--- config.mk ---
export PLATFORM = sky130hd
export DESIGN_NAME = universal_shift_reg
export DESIGN_NICKNAME = d
export VERILOG_FILES = /design/src/rtl/universal_shift_reg.sv
export SDC_FILE = /design/constraint.sdc
export NUM_CORES = 1
export LEC_CHECK = 0
export CORE_AREA = 5 5 42 44
export DETAILED_ROUTE_END_ITERATION = 6
export DIE_AREA = 0 0 47 49
export PLACE_DENSITY = 0.76
export SETUP_SLACK_MARGIN = 0.2
export SYNTH_ARGS = -nofsm -noshare
export SYNTH_HDL_FRONTEND = slang
export SYNTH_SLANG_ARGS = --single-unit
--- constraint.sdc ---
create_clock -name clk -period 1.7 [get_ports clk]
set_clock_uncertainty 0.05 [all_clocks]
set_input_delay 0.34 -clock clk [delete_from_list [all_inputs] [get_ports clk]]
set_output_delay 0.34 -clock clk [all_outputs]
set_load 0.03 [all_outputs]
--- src/rtl/universal_shift_reg.sv ---
//------------------------------------------------------------------------------
// Module      : universal_shift_reg
// Description : Universal shift register (hold / shift right / shift left /
//               parallel load) with a word-completion shift counter.
// Revision    : 1.0 - initial release
//------------------------------------------------------------------------------
`default_nettype none

module universal_shift_reg #(
  parameter int WIDTH = 4,
  parameter int CNT_W = 3
) (
  input  logic             clk,
  input  logic             rst_n,
  input  logic             en,
  input  logic [1:0]       mode,
  input  logic [WIDTH-1:0] data,
  input  logic             sin_r,
  input  logic             sin_l,
  output logic [WIDTH-1:0] out,
  output logic             sout_r,
  output logic             sout_l,
  output logic [CNT_W-1:0] shift_cnt,
  output logic             word_done
);

  localparam logic [1:0]       c_MODE_HOLD  = 2'b00;
  localparam logic [1:0]       c_MODE_RIGHT = 2'b01;
  localparam logic [1:0]       c_MODE_LEFT  = 2'b10;
  localparam logic [1:0]       c_MODE_LOAD  = 2'b11;
  localparam logic [CNT_W-1:0] c_CNT_LAST   = CNT_W'(WIDTH - 1);

  logic [WIDTH-1:0] r_out;
  logic [CNT_W-1:0] r_cnt;
  logic             r_done;
  logic             w_shift;

  assign w_shift = en && ((mode == c_MODE_RIGHT) || (mode == c_MODE_LEFT));

  always_ff @(posedge clk or negedge rst_n) begin
    if (!rst_n) begin
      r_out  <= '0;
      r_cnt  <= '0;
      r_done <= 1'b0;
    end else begin
      r_done <= 1'b0;
      if (en) begin
        case (mode)
          c_MODE_RIGHT: r_out <= {sin_r, r_out[WIDTH-1:1]};
          c_MODE_LEFT:  r_out <= {r_out[WIDTH-2:0], sin_l};
          c_MODE_LOAD:  r_out <= data;
          c_MODE_HOLD:  r_out <= r_out;
          default:      r_out <= r_out;
        endcase
      end
      // Both shift directions share one counter; a load restarts the word.
      if (w_shift) begin
        if (r_cnt == c_CNT_LAST) begin
          r_cnt  <= '0;
          r_done <= 1'b1;
        end else begin
          r_cnt <= r_cnt + 1'b1;
        end
      end else if (en && (mode == c_MODE_LOAD)) begin
        r_cnt <= '0;
      end
    end
  end

  assign out       = r_out;
  assign shift_cnt = r_cnt;
  assign word_done = r_done;
  assign sout_r    = r_out[0];
  assign sout_l    = r_out[WIDTH-1];

endmodule

`default_nettype wire

==> results of run 1 <==
[what timing repair did]
action,4_1_cts,5_1_grt
setup buffers,0,0
hold endpoints to repair,0,0
hold buffers,0,0
pin swaps,1,0
resized for setup,14,5
endpoints found under the setup margin,13,5
[stage by stage]
step | worst slack [ps] | instance area [µm²] | util | TNS (ps) | cells
final | 251 | 692 | 0.494 | 0 | 84
after CTS | 211 | 678 | 0.484 | 0 | 84
after floorplan | 425 | 440 | - | 0 | 46
after global placement | -51.7 | 653 | 0.466 | -121 | 81
after global routing | 216 | 692 | 0.494 | 0 | 84
after detailed placement | -94.4 | 653 | 0.466 | -387 | 81
[logic make-up after synthesis]
family | share of synthesized area
compound gates | 0.230
fa+ha+maj | 0.114
buf+inv | 0.0596
flops | 0.455
mux | 0.0256
simple gates | 0.116
[registers in the layout (all words and copies together) (netlist names)]
| name | flops |
|---|---|
| out | 4 |
| shift_cnt | 3 |
| word_done | 1 |
[cells in the final DEF (no fill, tap or decap), types with 2 or more instances in the layout]
master           instances
dlygate4sd2_1           11
clkdlybuf4s50_1          8
dfrtp_1                  8
nand2_1                  7
a22o_1                   4
o21ai_1                  4
a21oi_1                  3
clkbuf_4                 3
inv_1                    2
nand2b_1                 2
o21ai_0                  2
ha_2                     2
[worst max path at each step]
stage	depth (start not counted)	to	slack (ps)	startpoint
after detailed placement	5	shift_cnt[2]$_DFFE_PN0P_	-90	mode[1]
final	1	shift_cnt[0]	250	shift_cnt[0]$_DFFE_PN0P_
after CTS	6	out[3]$_DFFE_PN0P_	210	mode[0]
after global placement	5	shift_cnt[2]$_DFFE_PN0P_	-50	mode[1]
after floorplan	4	shift_cnt[2]$_DFFE_PN0P_	430	mode[0]
after global routing	1	shift_cnt[0]	220	shift_cnt[0]$_DFFE_PN0P_
[layer usage]
| metal | routed length, µm | up-vias | track usage | part of all wire |
|---|---|---|---|---|
| met5 | 0 | - | 0 | 0 |
| met4 | 19 | 0 | 0.0415 | 0.018 |
| met3 | 128 | 3 | 0.0295 | 0.12 |
| met2 | 504 | 20 | 0.143 | 0.48 |
| met1 | 406 | 215 | 0.115 | 0.38 |
| li1 | - | 205 | - | - |
[layout make-up]
| class | instances | area [µm²] | share of cell area |
|---|---|---|---|
| Multi-Input combinational cell | 33 | 241 | 0.349 |
| Clock buffer | 3 | 22.5 | 0.0325 |
| Tap cell | 16 | 20.0 | 0.0289 |
| Sequential cell | 8 | 200 | 0.289 |
| Inverter | 3 | 11.3 | 0.0163 |
| Timing Repair Buffer | 21 | 196 | 0.284 |
[where the power goes]
group	internal, W	switching, W
Sequential	0.000228	0.0000334
Combinational	0.000111	0.000174
Clock	0.0000807	0.0000634
==> flow_summary.yaml, run 1 <==
global_route:
  grt_pass1_wl_um: 1590
  antenna_found_initial: 0
  track_usage: 0.0930
  grt_max_degree: 9
  grt_pass1_vias: 409
  grt.overflow.total: 0
critical_path:
  crit_family: "buffers and inverters"
  endpoint_kind: "output port"
  r2r_start: "shift_cnt[0]$_DFFE_PN0P_"
  worstPathRequired_ps: 1310
  worst_r2r_endpoint: "shift_cnt[2]$_DFFE_PN0P_"
  path_cells: "dlygate4sd2_1"
  worstSetupPathType: "reg -> out"
  cp-start-kind: "flip-flop"
  cp_slowest_stage_delay_ps: 420
  slowest_stage: "dlygate4sd2_1"
  arrival_ps: 1060
  r2r_cells: 3
  rrSetupSlack_ps: 560
  path_buf_inv: 1
  crit_fanout: 4
logic_synthesis:
  yosys_register_bits: 8
  ys.warnings.count: 0
  netlist_area_um2: 440
  synth_cell_types: 14
  synth_enable_flop_cells: 0
  ys_seq_area_frac: 0.455
  synth_nets: 61
  synth_common_cells: "dfrtp_1 (8), nand2_1 (7), o21ai_1 (5)"
  yosys.area.top_type: "dfrtp_1"
  async_flop_share: 1.00
  yosysMostFrequentCell: "dfrtp_1"
  synthTopCellsByArea: "dfrtp_1 (45%), ha_1 (11%), a22o_1 (8.0%), nand2_1 (6.0%), o21ai_1 (5.7%)"
  syn_avg_cell_area_um2: 9.57
  yosysTopAreaCellShare: 0.455
  synth_ff_type: "dfrtp_1"
  syn_inst: 46
run_status:
  outcome: "finished, final reports clean"
sta:
  slew-limit-headroom: 0.758
  slew_violations: 0
  finalCritPeriodShare: 0.852
  final-hold-violation-count: 0
  max_freq_ghz: 0.690
  setup_violations: 0
  tightestPinTransition_ps: 361
  period_minus_slack_ps: 1450
  rsz0062_at_grt: "false"
  whs_ps: 314
die:
  die_area_um2: 2300
  row_count: 14
  fp.dieH_um: 49
  num_io_pins: 21
  die_w_um: 47
  coreArea_um2: 1400
  start_util: 0.314
cells_and_area:
  fin_nets: 85
  drive_above_1_share: 0.191
  fill_cells: 152
  areaGrowthSynthToFinish_pct: 57.1
  diodes: 0
power:
  leakage_nw: 0.344
  power_w: 0.000691
  vdd_drop_max_mv: 0.773
  p_per_area_nw_per_um2: 999
routing:
  drt_iter0_drc: 4
  num_vias: 443
  postRouteAntennaNets: 0
  via_per_inst: 5.27
  drt_first_pass_iters: 4
  routed_wl_um: 1060
  drc_errors: 0
  routedWlPerCell_um: 12.6
clocking:
  cts_max_level: 1
  cts_buffers: 3
  insertion_delay_ps: 250
  cts.sinks: 8
  clockBufferDepth: 2
  cts_tree: "yes"
  clockRootBuffer: "clkbuf_4"
  clk_pin_slew_ps: 50
placement:
  port_buffers: 20
  place.gp.congestion: 0.726
  dp_hpwl_um: 818
min_path:
  worstHoldPathType: "in -> async"
job:
  max_cap_viol_count: 0
(Power assumes the default switching activity.)
==> run 2, diff against run 1 <==
- ABC_AREA: unset -> 1
- PLACE_DENSITY: 0.76 -> 0.8
==> run 2 against run 1 <==
Against the previous run: power increased by 6.3%; global-route usage increased by 1.5 points; final area increased by 4.7%; count of clock-buffer cells in the layout unchanged; clock power decreased by 3%; first-iteration DRC count unchanged; non-clock buffer count decreased by 1; setup slack improved by 7.6 ps; via count increased by 7.2%; combinational power increased by 13%; sequential power increased by 4%.
==> flow_summary.yaml, run 2 <==
run_status:
  outcome: "finished, final reports clean"
cells_and_area:
  areaGrowthSynthToFinish_pct: 46.6
  fin_nets: 108
  final_common_cell: "nand2_1"
  layout.cells.non_filler: 107
  fill_cells: 152
  largest_register_ffs: 4
  diodes: 0
  layout_common_cells: "nand2_1 (38), clkdlybuf4s50_1 (10), dlygate4sd2_1 (9), dfrtp_1 (8), inv_1 (7)"
  drive_above_1_share: 0.110
clocking:
  clk_pin_slew_ps: 50
  cts.hold.buffers_added: 0
  cts.sinks: 8
  cts_setup_buffers: 0
  cts_max_level: 1
  clockBufferDepth: 2
  insertion_delay_ps: 250
  cts_buffers: 3
  cts_tree: "yes"
  clockRootBuffer: "clkbuf_4"
placement:
  port_buffers: 20
  dp_hpwl_um: 903
  dpl_worst_slack_ps: -2.37
  place.gp.congestion: 0.715
  dp.cells: 104
routing:
  routedWlPerCell_um: 9.98
  drc_errors: 0
  via_per_inst: 4.44
  drt_first_pass_iters: 4
  num_vias: 475
  drt_iter0_drc: 4
  routed_wl_um: 1070
  postRouteAntennaNets: 0
logic_synthesis:
  async_flop_share: 1.00
  yosysTopAreaCellShare: 0.405
  synth_enable_flop_cells: 0
  ys.warnings.count: 0
  synthTopCellsByArea: "dfrtp_1 (41%), nand2_1 (29%), ha_1 (10%), inv_1 (5.3%), buf_4 (3.0%)"
  synth_nets: 85
  yosys.area.top_type: "dfrtp_1"
  synth_ff_type: "dfrtp_1"
  yosys_register_bits: 8
  yosysMostFrequentCell: "nand2_1"
  ys_seq_area_frac: 0.405
  syn_inst: 70
  synth_cell_types: 13
  syn_avg_cell_area_um2: 7.06
  netlist_area_um2: 494
  synth_common_cells: "nand2_1 (38), dfrtp_1 (8), inv_1 (7)"
power:
  p_comb_frac: 0.439
  switching_share: 0.409
  leakage_nw: 0.403
  p_per_area_nw_per_um2: 1010
  p_switching_w: 0.000301
  p_int_w: 0.000434
  power_w: 0.000734
  p_seq_frac: 0.370
  p_clk_frac: 0.191
  vdd_drop_max_mv: 0.581
sta:
  fin_tns_setup_ps: 0
  setup_violations: 0
  fin_ws_ps: 259
  final-hold-violation-count: 0
  tightestPinTransition_ps: 349
  slew_violations: 0
  slew-limit-headroom: 0.766
  rsz0062_at_grt: "true"
  max_freq_ghz: 0.694
  period_minus_slack_ps: 1440
  finalCritPeriodShare: 0.848
die:
  coreArea_um2: 1400
  row_count: 14
  die_area_um2: 2300
  die_w_um: 47
  start_util: 0.353
  num_io_pins: 21
  fp.dieH_um: 49
global_route:
  grt_pass1_wl_um: 1840
  grt_pass1_vias: 474
  antenna_found_initial: 0
  grt.overflow.total: 0
  grt_max_degree: 9
  track_usage: 0.108
critical_path:
  arrival_ps: 1050
  worstSetupPathType: "reg -> out"
  endpoint_kind: "output port"
  cp-start-kind: "flip-flop"
  cp_slowest_stage_delay_ps: 420
  path_cells: "dlygate4sd2_1"
  worstPathRequired_ps: 1310
  rrSetupSlack_ps: 600
  path_buf_inv: 1
  slowest_stage: "dlygate4sd2_1"
  crit_fanout: 4
  crit_family: "buffers and inverters"
min_path:
  worstHoldPathType: "in -> async"
job:
  max_cap_viol_count: 0
==> run 2: cell types whose count changed in the layout (fill, tap and decap cells not counted), moves of 3 or more <==
| cell | previous run | this run |
|---|---|---|
| nand2_1 | 7 | 38 |
| a22o_1 | 4 | 0 |
| o21ai_1 | 4 | 1 |
| a21oi_1 | 3 | 0 |
| inv_1 | 2 | 7 |
==> run 2: metrics by stage <==
step	instance area [µm²]	hold slack [ps]	util
6_report	724	314	0.517
5_1_grt	724	329	0.517
4_1_cts	709	316	0.506
3_5_place_dp	699	468	0.499
3_3_place_gp	699	471	0.499
2_1_floorplan	494	-5.59	-
==> run 2: layout make-up <==
cell class                      count  area, µm²  area share
Tap cell                           16       20.0      0.0276
Clock buffer                        3       22.5      0.0311
Multi-Input combinational cell     51        259       0.358
Sequential cell                     8        200       0.276
Timing Repair Buffer               20        189       0.261
Inverter                            9       33.8      0.0466
==> run 2: worst paths after layout <==
| path | startpoint | depth (start not counted) | end |
|---|---|---|---|
| min | rst_n | 1 | shift_cnt[1]$_DFFE_PN0P_ |
| max reg2reg | shift_cnt[0]$_DFFE_PN0P_ | 4 | shift_cnt[0]$_DFFE_PN0P_ |
| min in group clk | out[3]$_DFFE_PN0P_ | 2 | out[3]$_DFFE_PN0P_ |
| max in group asynchronous | rst_n | 1 | out[2]$_DFFE_PN0P_ |
| min reg2reg | out[3]$_DFFE_PN0P_ | 2 | out[3]$_DFFE_PN0P_ |
| max | out[1]$_DFFE_PN0P_ | 1 | out[1] |
==> run 2: power groups by stage <==
| stage | combinational, W | sequential, W | clock (W) |
|---|---|---|---|
| global route | 0.000355 | 0.000283 | 0.000155 |
| global placement | 0.000344 | 0.000274 | 0 |
| CTS | 0.000322 | 0.000271 | 0.000148 |
| finish | 0.000322 | 0.000272 | 0.000140 |
| detailed placement | 0.000354 | 0.000277 | 0 |
| floorplan | 0.000125 | 0.000354 | 0 |
==> run 2: repair_timing <==
item | CTS | global route
endpoints found under the setup margin | 10 | 8
gates resized for setup | 10 | 5
hold endpoints to repair | 0 | 0
==> run 2: routing by layer <==
metal	vias up	GRT usage	wire, µm
li1	251	-	-
met1	213	0.135	425
met2	11	0.167	574
met3	0	0.0221	68
met4	0	0.0553	0
met5	-	0	0
==> run 2: cell families after synthesis <==
family | synth area share
AND/OR/NAND/NOR | 0.354
buffers and inverters | 0.0987
flip-flops | 0.405
AO/OA/AOI/OAI | 0.0405
adder cells (fa/ha/maj) | 0.101
